===== config.mk =====
export PLATFORM = sky130hd
export DESIGN_NAME = io_timer_peripheral
export DESIGN_NICKNAME = d
export VERILOG_FILES = /design/src/rtl/io_map_pkg.sv /design/src/rtl/io_prescaler.sv /design/src/rtl/io_timer_peripheral.sv
export SDC_FILE = /design/constraint.sdc
export NUM_CORES = 1
export LEC_CHECK = 0
export ABC_CLOCK_PERIOD_IN_PS = 6360
export BUFFER_PORTS_ARGS = -buffer_cell sky130_fd_sc_hd__buf_2
export CAP_MARGIN = 10
export CORE_MARGIN = 2
export CORE_UTILIZATION = 43
export CTS_CLUSTER_DIAMETER = 80
export CTS_CLUSTER_SIZE = 30
export DETAILED_ROUTE_END_ITERATION = 16
export HOLD_SLACK_MARGIN = 0.12
export SLEW_MARGIN = 20
export SYNTH_ARGS = -nofsm -noshare
export SYNTH_HDL_FRONTEND = slang
export SYNTH_HIERARCHICAL = 1
export SYNTH_SLANG_ARGS = --single-unit
export TNS_END_PERCENT = 50

===== constraint.sdc =====
create_clock -name CLK -period 6.36 [get_ports CLK]
set_input_delay 0.318 -clock CLK [delete_from_list [all_inputs] [get_ports CLK]]
set_output_delay 0.318 -clock CLK [all_outputs]
set_load 0.03 [all_outputs]

===== src/rtl/io_map_pkg.sv =====
// Shared IO window map: base address, register indices and CTRL bit positions.
package io_map_pkg;

    localparam logic [31:0] IO_BASE = 32'h0000_7FF0;

    typedef enum logic [1:0] {
        REG_LED   = 2'd0,
        REG_SW    = 2'd1,
        REG_COUNT = 2'd2,
        REG_CTRL  = 2'd3
    } io_reg_e;

    localparam int unsigned CTRL_EN      = 0;
    localparam int unsigned CTRL_AUTO    = 1;
    localparam int unsigned CTRL_IE      = 2;
    localparam int unsigned CTRL_EXPIRED = 8;

    // Assemble the CTRL readback word from its individual flags.
    function automatic logic [31:0] ctrl_word(
        input logic expired,
        input logic ie,
        input logic auto_rl,
        input logic en
    );
        logic [31:0] w;
        w               = '0;
        w[CTRL_EXPIRED] = expired;
        w[CTRL_IE]      = ie;
        w[CTRL_AUTO]    = auto_rl;
        w[CTRL_EN]      = en;
        return w;
    endfunction

endpackage


===== src/rtl/io_prescaler.sv =====
// Divides the clock down to a one-cycle tick every PRESCALE cycles while enabled.
module io_prescaler #(
    parameter int unsigned PRESCALE = 10000
) (
    input  logic clk_i,
    input  logic rst_i,
    input  logic en_i,
    input  logic clr_i,
    output logic tick_o
);

    localparam int unsigned      CNT_W = (PRESCALE > 1) ? $clog2(PRESCALE) : 1;
    localparam logic [CNT_W-1:0] LAST  = CNT_W'(PRESCALE - 1);

    logic [CNT_W-1:0] cnt_q;
    logic [CNT_W-1:0] cnt_d;

    assign tick_o = en_i && (cnt_q == LAST);

    // Wrap on tick; park at zero while disabled or when the owner restarts the period.
    always_comb begin
        cnt_d = cnt_q;
        if (clr_i || !en_i || tick_o) begin
            cnt_d = '0;
        end else begin
            cnt_d = cnt_q + CNT_W'(1);
        end
    end

    // Prescale counter register.
    always_ff @(posedge clk_i) begin
        if (rst_i) begin
            cnt_q <= '0;
        end else begin
            cnt_q <= cnt_d;
        end
    end

endmodule


===== src/rtl/io_timer_peripheral.sv =====
// IO window responder: LED register, synchronised switches, auto-reload down-counter timer.
import io_map_pkg::*;

module io_timer_peripheral #(
    parameter int unsigned PRESCALE = 10000,
    parameter int unsigned LED_W    = 8,
    parameter int unsigned SW_W     = 8
) (
    input  logic             CLK,
    input  logic             RESET,
    input  logic [3:0]       IOAddr,
    input  logic [31:0]      IOWriteData,
    input  logic             IOWriteEn,
    output logic [31:0]      IOReadData,
    input  logic [SW_W-1:0]  Switches,
    output logic [LED_W-1:0] LED,
    output logic             IRQ
);

    io_reg_e sel;
    logic    wr_led;
    logic    wr_count;
    logic    wr_ctrl;
    logic    tick;
    logic    expire;
    logic    unused_addr_lsb;

    logic [LED_W-1:0] led_q, led_d;
    logic [SW_W-1:0]  sw_meta_q, sw_sync_q;
    logic [31:0]      count_q, count_d;
    logic [31:0]      reload_q, reload_d;
    logic             en_q, en_d;
    logic             auto_q, auto_d;
    logic             ie_q, ie_d;
    logic             expired_q, expired_d;

    // Byte offset within the word is irrelevant to register selection.
    assign unused_addr_lsb = ^IOAddr[1:0];

    assign sel      = io_reg_e'(IOAddr[3:2]);
    assign wr_led   = IOWriteEn && (sel == REG_LED);
    assign wr_count = IOWriteEn && (sel == REG_COUNT);
    assign wr_ctrl  = IOWriteEn && (sel == REG_CTRL);

    io_prescaler #(
        .PRESCALE (PRESCALE)
    ) u_prescaler (
        .clk_i  (CLK),
        .rst_i  (RESET),
        .en_i   (en_q),
        .clr_i  (wr_count),
        .tick_o (tick)
    );

    // Next-state for registers and timer; CPU writes override concurrent timer updates.
    always_comb begin
        led_d     = led_q;
        count_d   = count_q;
        reload_d  = reload_q;
        en_d      = en_q;
        auto_d    = auto_q;
        ie_d      = ie_q;
        expired_d = expired_q;
        expire    = 1'b0;

        if (wr_led) begin
            led_d = IOWriteData[LED_W-1:0];
        end

        if (wr_count) begin
            count_d  = IOWriteData;
            reload_d = IOWriteData;
        end else if (tick) begin
            if (count_q > 32'd1) begin
                count_d = count_q - 32'd1;
            end else begin
                expire = 1'b1;
                if (auto_q) begin
                    count_d = reload_q;
                end else begin
                    count_d = '0;
                    en_d    = 1'b0;
                end
            end
        end

        if (wr_ctrl) begin
            en_d   = IOWriteData[CTRL_EN];
            auto_d = IOWriteData[CTRL_AUTO];
            ie_d   = IOWriteData[CTRL_IE];
            if (IOWriteData[CTRL_EXPIRED]) begin
                expired_d = 1'b0;
            end
        end

        // An expiry in the same cycle as a clear must not be lost.
        if (expire) begin
            expired_d = 1'b1;
        end
    end

    // State registers with synchronous reset.
    always_ff @(posedge CLK) begin
        if (RESET) begin
            led_q     <= '0;
            sw_meta_q <= '0;
            sw_sync_q <= '0;
            count_q   <= '0;
            reload_q  <= '0;
            en_q      <= 1'b0;
            auto_q    <= 1'b0;
            ie_q      <= 1'b0;
            expired_q <= 1'b0;
        end else begin
            led_q     <= led_d;
            sw_meta_q <= Switches;
            sw_sync_q <= sw_meta_q;
            count_q   <= count_d;
            reload_q  <= reload_d;
            en_q      <= en_d;
            auto_q    <= auto_d;
            ie_q      <= ie_d;
            expired_q <= expired_d;
        end
    end

    // Zero-latency read mux; every offset maps to a register.
    always_comb begin
        IOReadData = '0;
        case (sel)
            REG_LED:   IOReadData = 32'(led_q);
            REG_SW:    IOReadData = 32'(sw_sync_q);
            REG_COUNT: IOReadData = count_q;
            default:   IOReadData = ctrl_word(expired_q, ie_q, auto_q, en_q);
        endcase
    end

    assign LED = led_q;
    assign IRQ = expired_q & ie_q;

endmodule


* Word level (Yosys, flattened, before mapping) *
Index checks and enable logic that the tools add are counted.

word-level totals
  flip-flop bits (word level) = 106
  bits of input ports = 47
  output and inout port bits = 41
  word-level logic and storage cells = 52

operators by class
  add/sub/neg operators = 2
  $lt $le $gt $ge = 1
  equality and inequality tests = 7
  multiplexer cells = 16
  bitwise gates (word level) = 1
  reduce and logical (&&, ||, !) cells = 15

operators by type and width
  cell                   count
  $mux 32                4
  $pmux 32 s3            1
  $gt 32x1->1 const B    1
  $sub 32x1->32 const B  1
  $add 14x1->14 const B  1
  $eq 14x14->1 const B   1
  $mux 1                 11
  $reduce_bool 2->1      4
  $ne 2x2->1 const B     3
  $eq 2x2->1 const B     2
  $logic_and 1x1->1      4
  $reduce_and 4->1       1
  $eq 2x1->1 const B     1
  $logic_not 2->1        1
  $logic_or 1x1->1       2
  $reduce_and 2->1       1
  $reduce_or 2->1        1
  $and 1x1->1            1
  $logic_not 1->1        1

* Longest topological paths before layout *
Gate-level depths: netlist (run 1).

  depth after elaboration = 6
  mapped depth = 11
  depth with buffers taken out = 9

* Cells and area by module *
The synthesis (run 1) kept the hierarchy.

by module, submodules not included
  module               times used  cells an instance  area each (um^2)  sequential area each (um^2)
  io_timer_peripheral  1           613                4843.4            1841.8
  io_prescaler         1           69                 635.6             280.3

* Worst setup path after synthesis (run 1) *
No wires, ideal clock.

  path type = register -> register
  start = register count_q[4]
  end = register count_q[6]
  setup time = 0.131 ns
  data arrival time = 2.650 ns
  data required time = 6.229 ns
  slack = 3.579 ns
  cell stages (with the launch flop) = 10
  buffers on the path = 3
  clock period less this slack = 2.781 ns
  cells stage by stage = dfxtp_1 > or4_1 > buf_2 > or4_4 > buf_6 > or3_1 > buf_2 > and3_1 > a311oi_1 > o32ai_1

on the way
  cells in the longest elaborated chain, start to end = 4
  elaborated cells on any way between the ends = 5
  those cells by class = add/sub: 1; order compare: 1; mux: 3

ends and longest elaborated chain
  item                                                 line                                                  RTL
  from (decl)                                          io_timer_peripheral.sv:30                             logic [31:0] count_q, count_d;
  from (signal assigned)                               io_timer_peripheral.sv:118                            count_q <= count_d;
  $sub 32x1->32 / $gt 32x1->1 (equally long branches)  io_timer_peripheral.sv:75, io_timer_peripheral.sv:74
  $mux 32 *                                            io_timer_peripheral.sv:74                             if (count_q > 32'd1) begin
  $mux 32 *                                            io_timer_peripheral.sv:73                             end else if (tick) begin
  $mux 32 *                                            io_timer_peripheral.sv:70                             if (wr_count) begin

Mark *: on every way between the ends. The rest lies on a longest branch, timed or not. The select of a mux whose other input is x is not followed.
A chain may end at the register's enable or synchronous reset.

* Worst setup path after layout (run 1) *
  start = register count_q[4]
  end = register count_q[0]

on the way
  cells in the longest elaborated chain, start to end = 4

ends and longest elaborated chain
  item         line
  $gt 32x1->1  io_timer_peripheral.sv:74
  $mux 32      io_timer_peripheral.sv:74
  $mux 32      io_timer_peripheral.sv:73
  $mux 32      io_timer_peripheral.sv:70

No other way between the ends. The select of a mux whose other input is x is not followed.

==> key figures, run 1 <==
Floorplan
  – Die Span Y: 117 um
  – Die Wd: 117 um
  – Initial Utilization: 0.438
  – Rows: 41
  – # IOs: 88
  – Core Area: 12500 um^2
  – Die area: 13700 um^2

Synth
  – Post-synth EDFFs: 0
  – Top cell type's share of synthesized area: 0.387
  – Ys flop type: dfxtp_1
  – Avg Cell Area, Syn: 8.03 um^2
  – Most numerous cell in the Yosys netlist: dfxtp_1
  – Syn Std Cell Area: 5480 um^2
  – Part of the Yosys area used for sequential elements: 0.387
  – Synth area leaders: dfxtp_1, nand2_1, a21oi_1
  – Ys async rst share: 0
  – Synth cell count leaders: dfxtp_1, nand2_1, nor2_1
  – Count of warnings emitted by yosys: 6
  – Synthesized Nets: 732
  – Leading area contributor after synthesis: dfxtp_1
  – Post-synth cell types: 67
  – Register bit total from synthesis: 106
  – Mapped Cells: 682

Power
  – VDD IR max: 0.000140 V
  – Power density cells: 262 nW/um^2
  – Pleak: 0.00240 uW

Drt
  – Number of DRC markers in iteration 0: 442
  – First drt pass iteration count: 5
  – Via Count: 5296
  – Detailed Route WL: 16.6 mm
  – Final ANT Viol Nets: 0
  – DR WL/cell: 18.1 um
  – DRC: 0
  – Vias per cell: 5.78

Worst setup path
  – Critical-path maximum fanout: 19
  – CP cell instances: or4_1 > or4_4 > nor3_4 > nor2_1 > a221oi_1 > a211oi_1
  – Worst reg2reg startpoint: count_q[4]
  – CP required: 6.58 ns
  – Reg2Reg Depth: 6
  – CP Launch Type: register
  – Count of buffer and inverter cells on the critical path: 0
  – Crit path max-delay family: simple AND/OR/NAND/NOR gates
  – RR Endpoint: count_q[0]
  – R2R setup slack: 2.87 ns
  – Max incr delay on CP: 0.74 ns
  – Slowest cell on crit path: or4_1
  – Crit Path Category: reg -> reg
  – Worst Setup End Kind: register
  – Crit path arrival time: 3.72 ns

Clock network
  – Clock tree buffer depth: 2
  – Resize count post-CTS: 0
  – CTS sink count: 106
  – Clock-pin slew on the worst setup and hold paths: 0.08 ns
  – H-Tree Depth: 3
  – Clk_lat worst skew: 0.36 ns
  – Clk root buf: clkbuf_16
  – Clock buffer count from CTS: 9
  – CTS tree: done
  – Setup bufs post-CTS: 0
  – Hold-fix buffers, CTS: 0

Timing
  – Final-report setup violation count: 0
  – Skew final: 0.0140 ns
  – Post-route minimum period: 3.49 ns
  – Max-slew violation total from the final report: 0
  – Count of final hold-check violations: 0
  – Normalized max-slew margin: 0.380
  – RSZ-0062 raised after global routing: false
  – Final period util: 0.549
  – Setup TNS: 0 ns
  – Fmax: 286 MHz
  – Slew @ Worst Pin: 0.923 ns

Min path
  – Hold Crit Start: Switches[1]
  – Cells on Worst Hold Path: 2
  – Hold Path End: sw_meta_q[1]
  – Min-Delay Path Class: in -> reg

Global routing
  – Grt met3 use: 0.0520
  – Busiest grt layer: met2
  – Grt met2 use: 0.385
  – First-pass GRT wire length: 26.1 mm
  – Largest net degree at the start of global routing: 61
  – Total congestion overflow: 0
  – Initial antenna violation count: 0
  – GRT met1 Usage: 0.345
  – Vias in the first global route: 4859
  – GRT Util Overall: 0.247

Finish
  – Fill count: 1260
  – Post-layout util: 0.499
  – Post-layout nets: 789
  – Area of the multi-input gates: 3090 um^2
  – Antenna cells: 0
  – Layout cells sized above 1: 0.171
  – Register area: 2120 um^2
  – Area delta synth->final: 14.0%

Placed design
  – Port-buffer cells: 85
  – Hpwl dp: 11.2 mm
  – Gpl congestion: 0.919

Outcome
  – Status: completed

Flow run
  – Max-Cap Viols: 0
[logic make-up after synthesis]
kind of cell,share of synthesized area
multiplexers,0.0493
AND/OR/NAND/NOR,0.284
AO/OA/AOI/OAI,0.197
adder cells (fa/ha/maj),0.00685
XOR/XNOR,0.0256
flip-flops,0.387
buffers and inverters,0.0496
[power breakdown]
group	internal [uW]	switching, uW
Combinational	130	233
Clock	271	269
Sequential	694	36.9
Total	1090	539
[per-stage QoR]
| stage | power [uW] | setup slack [ns] | instances | hold WS, ns | instance area, um^2 |
|---|---|---|---|---|---|
| floorplan | 1000 | 3.58 | 682 | 0.414 | 5480 |
| global placement | 1090 | 2.94 | 900 | 0.416 | 5970 |
| detailed placement | 1100 | 2.93 | 900 | 0.423 | 5970 |
| CTS | 1640 | 2.89 | 916 | 0.157 | 6250 |
| global route | 1710 | 2.68 | 916 | 0.157 | 6250 |
| finish | 1630 | 2.87 | 916 | 0.160 | 6250 |
[cells in the final DEF, fill, tap and decap left out, types with 4 or more instances in the layout]
master and instances:
o221ai_1 5, xnor2_1 15, a2bb2oi_1 4, dfxtp_1 106, a31oi_1 10, a221oi_1 6
a211oi_1 11, inv_1 12, o211ai_1 7, a21oi_1 58, nand2_1 101, mux2i_1 18
nor3_1 23, o21ai_0 23, nor2_1 59, or3_1 7, or4b_1 4, nor2b_1 19
or4_1 6, a21boi_0 4, buf_2 85, a21o_1 4, nor4_1 17, clkbuf_16 9
and3_1 5, a311oi_1 4, nor4_2 4, nand3_1 18, and2_1 28, buf_4 9
[flip-flops by register name (all words and copies together) (netlist names)]
| register | flops |
|---|---|
| count_q | 32 |
| reload_q | 32 |
| u_prescaler/cnt_q | 14 |
| LED | 8 |
| sw_meta_q | 8 |
| sw_sync_q | 8 |
| auto_q | 1 |
| en_q | 1 |
| expired_q | 1 |
| ie_q | 1 |
[layer usage]
layer	vias up	wire length, um
met2	202	7690
met5	-	0
met4	0	235
li1	2569	-
met3	16	1270
met1	2509	7380
[worst reg2reg max path, delay by kind of cell, from the launching register on]
| kind | cells | cell delay (ns) |
|---|---|---|
| flops | 1 | 0.39 |
| simple gates | 4 | 2.49 |
| compound gates | 2 | 0.49 |
[layout make-up]
| type | instances | area share |
|---|---|---|
| tap | 172 | 0.0344 |
| clock buffer | 10 | 0.0367 |
| inverter | 14 | 0.00841 |
| multi-input combinational | 514 | 0.494 |
| sequential | 106 | 0.340 |
| timing repair buffer | 94 | 0.0789 |
| clock inverter | 6 | 0.00801 |
[worst max path at each step]
stage | start | to | slack [ns] | cells past startpoint
2_1_floorplan | count_q[4] | count_q[6] | 3.58 | 9
3_3_place_gp | count_q[4] | count_q[30] | 2.94 | 6
3_5_place_dp | count_q[4] | count_q[30] | 2.93 | 6
4_1_cts | count_q[4] | count_q[30] | 2.89 | 6
5_1_grt | count_q[4] | count_q[0] | 2.68 | 6
6_report | count_q[4] | count_q[0] | 2.87 | 6
No activity file was read; power rests on OpenSTA's default activity.
==> inputs of run 2 (changes only) <==
- ABC_AREA: unset -> 1
- ABC_CLOCK_PERIOD_IN_PS: 6360 -> 3200
- PLACE_DENSITY: unset -> 0.65
- clock period: 6.36 -> 3.2 ns (I/O delays scaled with it)
==> run 2 against run 1 <==
Compared with the run above:
- synthesized area grew 7.8%
- highest routed layer unchanged
- fmax grew 64%
- global-route usage shrank 2.1 points
- register-to-register slack lost 1.8 ns
- design area grew 13%
- first-iteration DRC count shrank 12%
- largest power group unchanged
- non-clock buffer count grew 25
- power grew 92%
- final cell count grew 31%
- critical path depth grew 3
- die area grew 7.5%
- clock power grew 98%
- critical path type unchanged
==> key figures, run 2 <==
Synth
  – Leading area contributor after synthesis: dfxtp_1
  – Ys flop type: dfxtp_1
  – Post-synth EDFFs: 0
  – Ys async rst share: 0
  – Synth cell count leaders: nand2_1, nor2_1, inv_1
  – Post-synth cell types: 38
  – Synthesized Nets: 970
  – Register bit total from synthesis: 106
  – Most numerous cell in the Yosys netlist: nand2_1
  – Synth area leaders: dfxtp_1, nand2_1, nor2_1
  – Syn Std Cell Area: 5910 um^2
  – Count of warnings emitted by yosys: 6
  – Top cell type's share of synthesized area: 0.359
  – Part of the Yosys area used for sequential elements: 0.359
  – Avg Cell Area, Syn: 6.42 um^2
  – Mapped Cells: 920

Finish
  – Post-layout nets: 1069
  – Antenna cells: 0
  – Post-layout util: 0.527
  – Final std cells w/o fill: 1200
  – Area delta synth->final: 19.0%
  – Area of the multi-input gates: 3130 um^2
  – Fill count: 1406
  – Register area: 2120 um^2
  – Layout cells sized above 1: 0.152
  – Most common cell after layout, fill and taps aside: nand2_1
  – Most frequent cells in the layout: nand2_1, nor2_1, inv_1
  – Largest regs: count_q x32, reload_q x32, u_prescaler/cnt_q x14

Global routing
  – GRT Util Overall: 0.226
  – Vias in the first global route: 5358
  – Total congestion overflow: 0
  – First-pass GRT wire length: 26.4 mm
  – Initial antenna violation count: 0
  – Largest net degree at the start of global routing: 61

Timing
  – Normalized max-slew margin: 0.305
  – RSZ-0062 raised after global routing: false
  – Final-report setup violation count: 0
  – Count of final hold-check violations: 0
  – Slew @ Worst Pin: 1.04 ns
  – Post-route minimum period: 2.13 ns
  – PnR worst setup slack: 1.07 ns
  – Final period util: 0.665
  – Setup TNS: 0 ns
  – Fmax: 470 MHz
  – Max-slew violation total from the final report: 0
  – Skew final: 0.00574 ns

Floorplan
  – Die Wd: 121 um
  – # IOs: 88
  – Die Span Y: 121 um
  – Initial Utilization: 0.443
  – Core Area: 13300 um^2
  – Die area: 14700 um^2
  – Rows: 42

Placed design
  – Placed insts: 1153
  – Post-place setup slack: 1.10 ns
  – Gpl congestion: 0.960
  – Hpwl dp: 11.3 mm
  – Port-buffer cells: 85

Power
  – Psw: 997 uW
  – Seq pwr share: 0.448
  – Pleak: 0.00335 uW
  – Clk pwr share: 0.340
  – Combinational power share: 0.212
  – Switching part of the total: 0.317
  – VDD IR max: 0.000259 V
  – Power density cells: 447 nW/um^2
  – Design Power: 3140 uW
  – Power Internal: 2150 uW

Drt
  – DRC: 0
  – M1 WL: 7.70 mm
  – First drt pass iteration count: 5
  – Vias per cell: 4.92
  – Top routing layer in use: met4
  – Detailed Route WL: 16.2 mm
  – DR WL/cell: 13.5 um
  – Final ANT Viol Nets: 0
  – Via Count: 5898
  – Metal3 WL: 898 um
  – Number of DRC markers in iteration 0: 390
  – WL met2: 7.33 mm

Clock network
  – Clock buffer count from CTS: 9
  – CTS sink count: 106
  – Clock tree buffer depth: 2
  – Clk root buf: clkbuf_16
  – CTS tree: done
  – Clock-pin slew on the worst setup and hold paths: 0.07 ns
  – Setup bufs post-CTS: 0
  – H-Tree Depth: 3
  – Clk_lat worst skew: 0.36 ns

Worst setup path
  – Crit Path Category: reg -> reg
  – Worst reg2reg startpoint: count_q[0]
  – Critical-path maximum fanout: 28
  – R2R setup slack: 1.07 ns
  – Crit path arrival time: 2.43 ns
  – CP required: 3.51 ns
  – Reg2Reg Depth: 9
  – Worst Setup End Kind: register
  – RR Endpoint: count_q[16]
  – CP Launch Type: register

Min path
  – Hold Path End: reload_q[31]
  – Hold Crit Start: IOWriteData[31]
  – Min-Delay Path Class: in -> reg
  – Cells on Worst Hold Path: 3

Outcome
  – Status: completed

Flow run
  – Max-Cap Viols: 0
-- run 2: worst max-delay path by stage --
stage	depth (start not counted)	slack (ns)	from	end
after floorplan	12	1.40	u_prescaler/cnt_q[0]	count_q[15]
after CTS	9	1.07	count_q[0]	count_q[6]
after global placement	9	1.13	count_q[0]	count_q[16]
after detailed placement	9	1.10	count_q[0]	count_q[16]
final	9	1.07	count_q[0]	count_q[16]
after global routing	9	0.91	count_q[0]	count_q[16]
-- run 2: area by class of cell --
type | instances | area share
tap | 176 | 0.0313
timing repair buffer | 119 | 0.110
clock inverter | 5 | 0.00534
multi-input combinational | 649 | 0.446
inverter | 134 | 0.0716
clock buffer | 11 | 0.0345
sequential | 106 | 0.302
-- run 2: power by group through the flow --
stage          sequential [uW]  combinational [uW]  clock, uW
5_1_grt                   1410                 745       1140
6_report                  1410                 666       1070
3_3_place_gp              1440                 624          0
4_1_cts                   1410                 660       1090
2_1_floorplan             1440                 461          0
3_5_place_dp              1440                 626          0
-- run 2: kinds of logic (layout without fill, tap and decap cells) --
logic type,count (synthesis),in the layout,share of synthesized area
xor gates and xnor gates,16,16,0.0237
AOI/OAI and AO/OA,131,131,0.133
and+or+nand+nor,499,499,0.367
DFF,106,106,0.359
buffers and inverters,165,269,0.110
adders and majority gates,3,3,0.00636
-- run 2: per-layer routing --
metal  track usage  vias up
met5             0        -
met1         0.314     2671
met2         0.361      138
met4        0.0568        0
li1              -     3069
met3        0.0465       20
-- run 2: worst max-delay path, cell delays in order (launching register included) --
cell	delay [ns]
dfxtp_1	0.33
inv_1	0.14
ha_1	0.30
nand2_2	0.14
a21oi_4	0.26
nand3_4	0.37
or2_0	0.34
nand3_1	0.08
nand2_1	0.05
inv_1	0.05
-- run 2: repair_timing --
action	in CTS	in global routing
hold endpoints to repair	40	0
resized for setup	0	0
hold buffers	31	0
-- run 2: per-stage QoR --
stage / cell area, um^2 / hold slack [ns]
after global routing: 7030 / 0.145
after CTS: 7030 / 0.121
final: 7030 / 0.129
after floorplan: 5910 / 0.267
after global placement: 6440 / 0.360
after detailed placement: 6440 / 0.367
==> inputs of run 3 (changes only) <==
- ABC_CLOCK_PERIOD_IN_PS: 3200 -> 2000
- PLACE_DENSITY: 0.65 -> unset
- clock period: 3.2 -> 2 ns (I/O delays scaled with it)
==> run 3 against run 2 <==
Compared with the run above:
- wire length rose by 8.0%
- design area rose by 6.3%
- fmax rose by 11%
- clock skew rose by 0.0047 ns
- sequential power rose by 60%
- first-iteration DRC count rose by 9.7%
- global-route usage rose by 1.5 points
- via count rose by 2.5%
- power rose by 63%
- non-clock buffer count rose by 46
- combinational power rose by 80%
- sequential share of layout area fell by 1.8 points
- critical path type unchanged
- highest routed layer unchanged
==> key figures, run 3 (synthesis results as in run 2) <==
Clock network
  – Clock buffer count from CTS: 9
  – CTS tree: done
  – Clock tree buffer depth: 2
  – H-Tree Depth: 3
  – Clk_lat worst skew: 0.36 ns
  – CTS sink count: 106
  – Clk root buf: clkbuf_16
  – Clock-pin slew on the worst setup and hold paths: 0.07 ns

Drt
  – Final ANT Viol Nets: 0
  – Number of DRC markers in iteration 0: 428
  – DR WL/cell: 14.0 um
  – DRC: 0
  – Vias per cell: 4.86
  – First drt pass iteration count: 6
  – Via Count: 6047
  – Detailed Route WL: 17.5 mm

Finish
  – Post-route cell area: 7470 um^2
  – Layout cells sized above 1: 0.184
  – Most common cell after layout, fill and taps aside: nand2_1
  – Antenna cells: 0
  – Area delta synth->final: 26.5%
  – Fill count: 1379
  – Most frequent cells in the layout: nand2_1, nor2_1, inv_1
  – Final std cells w/o fill: 1245
  – Post-layout nets: 1115
  – Largest regs: count_q x32, reload_q x32, u_prescaler/cnt_q x14

Global routing
  – GRT Util Overall: 0.241
  – Total congestion overflow: 0
  – First-pass GRT wire length: 27.6 mm
  – Initial antenna violation count: 0
  – Largest net degree at the start of global routing: 39
  – Vias in the first global route: 5500

Floorplan
  – # IOs: 88
  – Core Area: 13300 um^2
  – Die Span Y: 121 um
  – Die Wd: 121 um
  – Die area: 14700 um^2
  – Initial Utilization: 0.443
  – Rows: 42

Worst setup path
  – Crit Path Category: reg -> reg
  – Reg2Reg Depth: 9
  – Worst setup path end: count_q[11]
  – R2R setup slack: 0.09 ns
  – Crit path from: count_q[25]
  – Crit path arrival time: 2.22 ns
  – Worst Setup End Kind: register
  – CP required: 2.31 ns
  – Worst reg2reg startpoint: count_q[25]
  – CP Launch Type: register
  – RR Endpoint: count_q[11]
  – Critical-path maximum fanout: 18

Power
  – Pleak: 0.00357 uW
  – Seq pwr share: 0.439
  – Psw: 1640 uW
  – Power Internal: 3480 uW
  – Design Power: 5120 uW
  – Power density cells: 684 nW/um^2
  – VDD IR max: 0.000479 V
  – Clk pwr share: 0.326
  – Combinational power share: 0.235
  – Switching part of the total: 0.320

Flow run
  – Max-Cap Viols: 0

Placed design
  – Hpwl dp: 12.6 mm
  – DP Area: 6710 um^2
  – Gpl congestion: 0.968
  – Placed insts: 1186
  – Port-buffer cells: 85

Timing
  – Count of final hold-check violations: 0
  – Slew @ Worst Pin: 0.607 ns
  – Fmax: 522 MHz
  – Normalized max-slew margin: 0.594
  – Post-route minimum period: 1.91 ns
  – Skew final: 0.0105 ns
  – Final period util: 0.957
  – Final-report setup violation count: 0
  – RSZ-0062 raised after global routing: true
  – Max-slew violation total from the final report: 0

Min path
  – Min-Delay Path Class: in -> reg

Outcome
  – Status: completed
-- run 3: area by class of cell --
type | instances | area (um^2) | share of cell area
Timing Repair Buffer | 165 | 1200 | 0.161
Multi-Input combinational cell | 649 | 3160 | 0.423
Tap cell | 176 | 220 | 0.0295
Clock buffer | 12 | 236 | 0.0316
Sequential cell | 106 | 2120 | 0.284
Clock inverter | 3 | 25.0 | 0.00335
Inverter | 134 | 503 | 0.0673
-- run 3: through the flow --
stage / hold slack [ns] / worst slack [ns] / utilization / setup TNS (ns)
final: 0.128 / 0.0860 / 0.560 / 0
after global routing: 0.150 / -0.000938 / 0.560 / -0.000938
after CTS: 0.132 / 0.0728 / 0.553 / 0
after detailed placement: 0.312 / 0.102 / 0.503 / 0
after global placement: 0.303 / 0.105 / 0.503 / 0
after floorplan: 0.207 / 0.203 / - / 0
-- run 3: worst min-delay path by stage --
stage | startpoint | to | slack, ns | cells after the start
finish | RESET | sw_sync_q[4] | 0.13 | 2
global route | RESET | sw_meta_q[7] | 0.15 | 2
CTS | RESET | sw_meta_q[7] | 0.13 | 2
detailed placement | Switches[3] | sw_meta_q[3] | 0.31 | 3
global placement | Switches[3] | sw_meta_q[3] | 0.30 | 3
floorplan | Switches[0] | sw_meta_q[0] | 0.21 | 2
-- run 3: critical path, stage by stage, from the launching register on --
cell and delay, ns:
dfxtp_1 0.40, nor2_1 0.10, and2_1 0.23, nand2_4 0.12, nor2_8 0.06, a21oi_4 0.51
o21ai_0 0.23, nand3_1 0.11, nand2_1 0.05, inv_1 0.05
-- run 3: timing repair --
action | in CTS | in global routing
setup buffers | 0 | 1
resized for setup | 0 | 11
setup endpoints to repair | 0 | 30
endpoints found under the hold margin | 53 | 0
hold buffers | 41 | 0
-- run 3: power by group through the flow --
stage               logic [uW]  registers, uW  clock network [uW]
global placement          1100           2290                   0
finish                    1200           2250                1670
detailed placement        1100           2290                   0
floorplan                  738           2300                   0
global route              1330           2250                1780
CTS                       1170           2240                1710
-- run 3: routing by layer --
| layer | share of wire | GRT usage |
|---|---|---|
| met5 | 0 | 0 |
| met4 | 0.014 | 0.0603 |
| met3 | 0.058 | 0.0559 |
| met2 | 0.44 | 0.370 |
| met1 | 0.48 | 0.343 |
